## config.mk

```make
export PLATFORM = sky130hd
export DESIGN_NAME = ccu_window_monitor_flat
export DESIGN_NICKNAME = d
export VERILOG_FILES = /design/src/rtl/ccu_window_monitor_if.sv /design/src/rtl/ccu_window_monitor.sv /design/src/flat_wrapper.sv
export SDC_FILE = /design/constraint.sdc
export NUM_CORES = 1
export LEC_CHECK = 0
export BUFFER_PORTS_ARGS = -buffer_cell sky130_fd_sc_hd__buf_2
export CAP_MARGIN = 30
export CORE_ASPECT_RATIO = 1.25
export CORE_UTILIZATION = 53
export DETAILED_ROUTE_END_ITERATION = 6
export PLACE_DENSITY_LB_ADDON = 0.15
export SLEW_MARGIN = 20
export SYNTH_ARGS = -nofsm -noshare
export SYNTH_HDL_FRONTEND = slang
export SYNTH_SLANG_ARGS = --single-unit
```

## constraint.sdc

```tcl
create_clock -name clk -period 3.03 [get_ports clk]
set_clock_uncertainty 0.2 [all_clocks]
set_input_delay 0.606 -clock clk [delete_from_list [all_inputs] [get_ports clk]]
set_output_delay 0.606 -clock clk [all_outputs]
set_load 0.005 [all_outputs]
```

## src/rtl/ccu_window_monitor_if.sv

```systemverilog
// Result port of the window monitor: delta/alarm/overrun with a valid/ready handshake.
// The producer (monitor) uses the master modport; the downstream consumer uses slave.
interface ccu_window_monitor_if;
  logic [7:0] delta;
  logic       out_valid;
  logic       out_ready;
  logic       alarm;
  logic       overrun;

  modport master (
    output delta,
    output out_valid,
    output alarm,
    output overrun,
    input  out_ready
  );

  modport slave (
    input  delta,
    input  out_valid,
    input  alarm,
    input  overrun,
    output out_ready
  );
endinterface

```

## src/rtl/ccu_window_monitor.sv

```systemverilog
// Samples the running equal-pair count every WIN cycles and reports the per-window increment.
// Define CCU_MON_OVERWRITE_EN to replace a pending result on overrun instead of dropping the new one.
module ccu_window_monitor #(
  parameter int unsigned WIN    = 16,
  parameter int unsigned THRESH = 4
) (
  input  logic                 clk,
  input  logic                 rst_n,
  input  logic [7:0]           z,
  ccu_window_monitor_if.master mon
);

  localparam int unsigned     CW    = $clog2(WIN);
  localparam logic [CW-1:0]   WLAST = CW'(WIN - 1);
  localparam logic [7:0]      TH    = 8'(THRESH);

  typedef enum logic [1:0] {
    S_INIT,
    S_COUNT,
    S_PEND
  } state_t;

  state_t        state, state_nx;
  logic [CW-1:0] wcnt, wcnt_nx;
  logic [7:0]    z_base, z_base_nx;
  logic [7:0]    delta_q, delta_nx;
  logic          valid_q, valid_nx;
  logic          alarm_q, alarm_nx;
  logic          ovr_q, ovr_nx;
  logic [7:0]    diff;
  logic          win_end;

  // Modulo-256 difference handles counter wrap-around for free.
  assign diff    = z - z_base;
  assign win_end = (wcnt == WLAST);

  always_ff @(posedge clk or negedge rst_n) begin
    if (!rst_n) begin
      state   <= S_INIT;
      wcnt    <= '0;
      z_base  <= '0;
      delta_q <= '0;
      valid_q <= 1'b0;
      alarm_q <= 1'b0;
      ovr_q   <= 1'b0;
    end else begin
      state   <= state_nx;
      wcnt    <= wcnt_nx;
      z_base  <= z_base_nx;
      delta_q <= delta_nx;
      valid_q <= valid_nx;
      alarm_q <= alarm_nx;
      ovr_q   <= ovr_nx;
    end
  end

  always_comb begin
    state_nx  = state;
    wcnt_nx   = win_end ? '0 : wcnt + CW'(1);
    z_base_nx = z_base;
    delta_nx  = delta_q;
    valid_nx  = valid_q;
    alarm_nx  = alarm_q;
    ovr_nx    = ovr_q;

    case (state)
      S_INIT: begin
        wcnt_nx   = '0;
        z_base_nx = z;
        state_nx  = S_COUNT;
      end
      S_COUNT: begin
        if (win_end) begin
          delta_nx  = diff;
          alarm_nx  = (diff >= TH);
          z_base_nx = z;
          valid_nx  = 1'b1;
          state_nx  = S_PEND;
        end
      end
      S_PEND: begin
        if (win_end) begin
          // The window always closes; only what happens to the new result depends on ready.
          z_base_nx = z;
          if (mon.out_ready) begin
            delta_nx = diff;
            alarm_nx = (diff >= TH);
          end else begin
            ovr_nx = 1'b1;
`ifdef CCU_MON_OVERWRITE_EN
            delta_nx = diff;
            alarm_nx = (diff >= TH);
`endif
          end
        end else if (mon.out_ready) begin
          valid_nx = 1'b0;
          state_nx = S_COUNT;
        end
      end
      default: begin
        state_nx = S_INIT;
      end
    endcase
  end

  assign mon.delta     = delta_q;
  assign mon.out_valid = valid_q;
  assign mon.alarm     = alarm_q;
  assign mon.overrun   = ovr_q;

endmodule

```

## src/flat_wrapper.sv

```systemverilog
// flat-port wrapper written by rule: the top's interface ports become plain ports
module ccu_window_monitor_flat 
#(
  parameter int unsigned WIN    = 16,
  parameter int unsigned THRESH = 4
)
  (clk, rst_n, z, mon_delta, mon_out_valid, mon_alarm, mon_overrun, mon_out_ready);
  ccu_window_monitor_if mon_i ();
  input  logic clk;
  input  logic rst_n;
  input  logic [7:0] z;
  output wire logic [$bits(mon_i.delta)-1:0] mon_delta;
  output wire logic [$bits(mon_i.out_valid)-1:0] mon_out_valid;
  output wire logic [$bits(mon_i.alarm)-1:0] mon_alarm;
  output wire logic [$bits(mon_i.overrun)-1:0] mon_overrun;
  input wire logic [$bits(mon_i.out_ready)-1:0] mon_out_ready;
  assign mon_delta = mon_i.delta;
  assign mon_out_valid = mon_i.out_valid;
  assign mon_alarm = mon_i.alarm;
  assign mon_overrun = mon_i.overrun;
  assign mon_i.out_ready = mon_out_ready;
  ccu_window_monitor #(.WIN(WIN), .THRESH(THRESH)) u_core (.clk(clk), .rst_n(rst_n), .z(z), .mon(mon_i));
endmodule
```

# Word level (Yosys, flattened, before mapping)
# Index checks and enable logic that the tools add are counted.
dict set report classes {
  n_addsub 2
  mul 0
  n_div 0
  order_cmp 1
  eq_ne 8
  n_shift 0
  n_mux 20
  n_bitwise 1
  n_reduce_logical 9
}
# operator count
set op_table {}
lappend op_table {{$mux W8} 4}
lappend op_table {{$pmux W8 S2} 2}
lappend op_table {{$ge A8 B3 Y1 const B} 1}
lappend op_table {{$mux W4} 2}
lappend op_table {{$reduce_and A4 Y1} 2}
lappend op_table {{$sub A8 B8 Y8} 1}
lappend op_table {{$mux W1} 6}
lappend op_table {{$mux W2} 3}
lappend op_table {{$ne A2 B1 Y1 const B} 3}
lappend op_table {{$pmux W2 S3} 1}
lappend op_table {{$reduce_and A3 Y1} 2}
lappend op_table {{$add A4 B1 Y4 const B} 1}
lappend op_table {{$eq A4 B4 Y1 const B} 1}
lappend op_table {{$ne A2 B2 Y1 const B} 2}
lappend op_table {{$pmux W1 S2} 2}
lappend op_table {{$reduce_bool A2 Y1} 2}
lappend op_table {{$eq A2 B1 Y1 const B} 1}
lappend op_table {{$eq A2 B2 Y1 const B} 1}
lappend op_table {{$logic_not A2 Y1} 1}
lappend op_table {{$reduce_and A2 Y1} 1}
lappend op_table {{$reduce_or A2 Y1} 1}
lappend op_table {{$not A1 Y1} 1}
dict set report totals {
  register_bits 25
  latchBits 0
  ram_bits 0
  romBits 0
  input_bits 11
  mem_count 0
}

# Longest topological paths before layout
dict set report logic_depth {
  word_depth 5
  depth_mapped 9
  mapped_depth_nobuf 9
}

# Worst setup path after synthesis
# Ideal clock, no wire load.
dict set report synth_path {
  path_type {input -> register}
  startpoint {input port z[0]}
  endpoint {register u_core.alarm_q, in the netlist u_core.mon.alarm}
  arrival_ns 2.153
  slack_ns 0.545
  stages 9
  n_path_buf 0
  path_cell_list {inv_1 -> ha_1 -> inv_1 -> fa_1 -> a211oi_1 -> nor2_1 -> xor2_1 -> a2111oi_4 -> a31oi_1}
}
dict set report synth_via {
  elab_chain_cells 5
}
# item line_no
set synth_lines {}
lappend synth_lines {{from (decl)} flat_wrapper.sv:11} ;# input logic [7:0] z;
lappend synth_lines {{$sub A8 B8 Y8 *} ccu_window_monitor.sv:34} ;# assign diff = z - z_base;
lappend synth_lines {{$ge A8 B3 Y1 *} {ccu_window_monitor.sv:75, ccu_window_monitor.sv:87}}
lappend synth_lines {{$mux W1} ccu_window_monitor.sv:85} ;# if (mon.out_ready) begin
lappend synth_lines {{$mux W1} ccu_window_monitor.sv:82} ;# if (win_end) begin
lappend synth_lines {{$pmux W1 S2 *} ccu_window_monitor.sv:66} ;# case (state)
lappend synth_lines {{to (signal assigned)} ccu_window_monitor.sv:52} ;# alarm_q <= alarm_nx;
lappend synth_lines {{to (decl)} ccu_window_monitor.sv:28} ;# logic alarm_q, alarm_nx;
# Every way passes the cells marked *; elsewhere a longest branch is shown, timed or not. The select of a mux whose other input is x is not followed.
# A chain may end at the register's enable or synchronous reset.

# Final worst setup path
# Same ends and word-level chain as after synthesis.

==> flow_summary.ini <==
[detailed_routing]
totalWireLength_um = 2561
num_vias = 1014
wl_per_cell_um = 13.77
detail_route.vias_per_cell = 5.452
firstDrtPassIters = 2
drc = 0
final_antenna_net_count = 0
drt_iter0_markers = 12

[clock_network]
cts_tree = yes
numCtsBuffers = 3
post_cts_resized = 0
postCtsSetupBuffers = 0
clock_latency_ns = 0.31
cts.sinks = 25
cts_buffer_depth = 2
hold_buffers = 0
clockRootBuffer = clkbuf_4
cts_htree_levels = 1
clk_pin_slew_ns = 0.14

[global_route]
gr-total-overflow = 0
antenna_found_initial = 0
track_usage_pct = 21.10
grt_pass1_vias = 1016
grt_max_degree = 26
grt_pass1_wl_um = 4209

[floorplan]
dieHeight_um = 59.39
start_util_pct = 56.94
rows = 20
dieArea_um2 = 2845
pin_count = 22
coreArea_um2 = 2452
die_w_um = 47.91

[yosys]
synth_edf_count = 0
syn_inst = 130
ys_ff_latch = 25
ys_warn_count = 0
synth_area_um2 = 1396
synth_top_family_by_area = compound AO/OA/AOI/OAI gates
avgSynthCellArea_um2 = 10.74
muxShareOfSynthArea_pct = 10.04
synthArstFlopShare_pct = 100.0
yosys.area_share.simple_pct = 8.871
synth_nets = 153
ys_seq_area_share_pct = 44.80
yosys.area_share.xor_xnor_pct = 3.763
synth_compound_area_share_pct = 17.38
yosys_most_used_dff = dfrtp_1
synth_cell_types = 34
synth_adder_area_share_pct = 11.29

[timing]
whs_ns = 0.04970
rsz0062_at_grt = no
final.setup.tns_ns = 0
slew_headroom_pct = 57.09
final-max-slew-violation-count = 0
post-route-period-util_pct = 79.70
max_freq_mhz = 414.1
finalCriticalPeriod_ns = 2.415
hold_violations = 0
tightest_slew_ns = 0.6312
setup_viol = 0

[outcome]
status = finished clean

[critical_path]
crit_required_ns = 3.04
cp-start-kind = input port
crit_chain = buf_2 > inv_1 > ha_1 > inv_1 > fa_1 > a211oi_1 > nor2_1 > xor2_1 > a2111oi_4 > a31oi_1
worst-path-buf-inv = 3
cp_slowest_cell = fa_1
endpoint_kind = flop
crit_top_cell = inv_1
crit_fanout = 2
cp.arrival_ns = 2.42
path_class = input port to flop
cp_slowest_stage_delay_ns = 0.40
critPathTopFamily = compound AO/OA/AOI/OAI gates

[hold_path]
hold_path_class = input port to asynchronous set/reset pin

[final_layout]
final_common_cell = dfrtp_1
seqCellArea_um2 = 625.6
area_growth_pct = 11.83
nFillCells = 225
mostFrequentLayoutCells = dfrtp_1, buf_2, inv_1, ha_1
diodes = 0
fin_nets = 177
finish.utilization_pct = 63.67
layout-drive-gt1-share_pct = 27.45
multi_input_area_um2 = 716.9

[power_and_ir_drop]
leakage_nw = 0.7232
ir_drop_v = 0.0004921
pwr_density_cell_nw_per_um2 = 863.6

[place]
port_buffers = 21
hpwl_um = 2014
gp_congestion = 0.9127

[flow_run]
cap_violations = 0
[layout make-up]
cell class / count / share of cell area, %
timing repair buffer: 21 / 6.731
tap: 33 / 2.644
inverter: 12 / 2.885
multi-input combinational: 91 / 45.91
sequential: 25 / 40.06
clock buffer: 3 / 1.442
clock inverter: 1 / 0.3205
[synthesized netlist by cell type, drive strengths merged, types with 2 or more instances]
cell type	number	area share, %
mux2	10	8.1
o21a	2	1.1
nor2	11	3.1
dfrtp	25	45
nand3	2	0.72
o21ai	10	3.6
a2111oi	2	2.6
xor2	3	1.9
a21oi	9	3.2
xnor2	3	1.9
nand2	7	1.9
mux2i	2	2.0
inv	12	3.2
a211oi	3	2.0
o31ai	3	1.6
ha	11	9.9
[per-layer routing]
metal  track usage [%]  part of all wire (%)
met1             24.35                    42
met2             37.64                    56
met3             3.354                   1.8
met4             7.540                  0.74
met5                 0                     0
[where the power goes]
part           switching (mW)  leakage [nW]  internal (mW)
registers              0.0642         0.299          0.436
logic                   0.385         0.406          0.310
clock network           0.104        0.0177         0.0494
total                   0.553         0.723          0.795
[registers in the layout, indices dropped and copies added (netlist names)]
signal / cells
u_core.state: 2
u_core.mon.overrun: 1
u_core.z_base: 8
u_core.mon.delta: 8
u_core.mon.alarm: 1
u_core.mon.out_valid: 1
u_core.wcnt: 4
[path summary, 6_finish.rpt]
path                                     from             endpoint  slack (ns)  depth (start not counted)
setup / recovery                         z[0]     u_core.mon.alarm        0.61                         10
hold / removal                          rst_n  u_core.mon.delta[3]        0.05                          1
setup reg to reg             u_core.z_base[0]     u_core.mon.alarm        0.69                          8
hold reg to reg            u_core.mon.overrun   u_core.mon.overrun        0.29                          1
max in group asynchronous               rst_n      u_core.state[0]        2.22                          1
min in group clk           u_core.mon.overrun   u_core.mon.overrun        0.29                          1
[worst register-to-register path: cells and delay by family (launching register included)]
kind                     cells  cell delay, ns
adder cells (fa/ha/maj)      2            0.56
AO/OA/AOI/OAI                3            0.76
XOR/XNOR                     1            0.19
AND/OR/NAND/NOR              1            0.11
buffers and inverters        1            0.06
flip-flops                   1            0.38
[stage by stage]
| stage | setup slack [ns] | power [mW] | instance area [um2] | std cells |
|---|---|---|---|---|
| 6_report | 0.6150 | 1.348 | 1562 | 186 |
| 5_1_grt | 0.4506 | 1.465 | 1562 | 186 |
| 4_1_cts | 0.6464 | 1.354 | 1562 | 186 |
| 3_5_place_dp | 0.3043 | 1.204 | 1534 | 182 |
| 3_3_place_gp | 0.3656 | 1.164 | 1534 | 182 |
| 2_1_floorplan | 0.5452 | 1.038 | 1396 | 130 |
[kinds of logic after synthesis]
logic type,after synthesis
AOI/OAI and AO/OA,35
xor gates and xnor gates,6
adders and majority gates,12
buffers and inverters,14
DFF,25
muxes,12
and+or+nand+nor,26
Note: power is estimated with default switching activity, not from simulation.
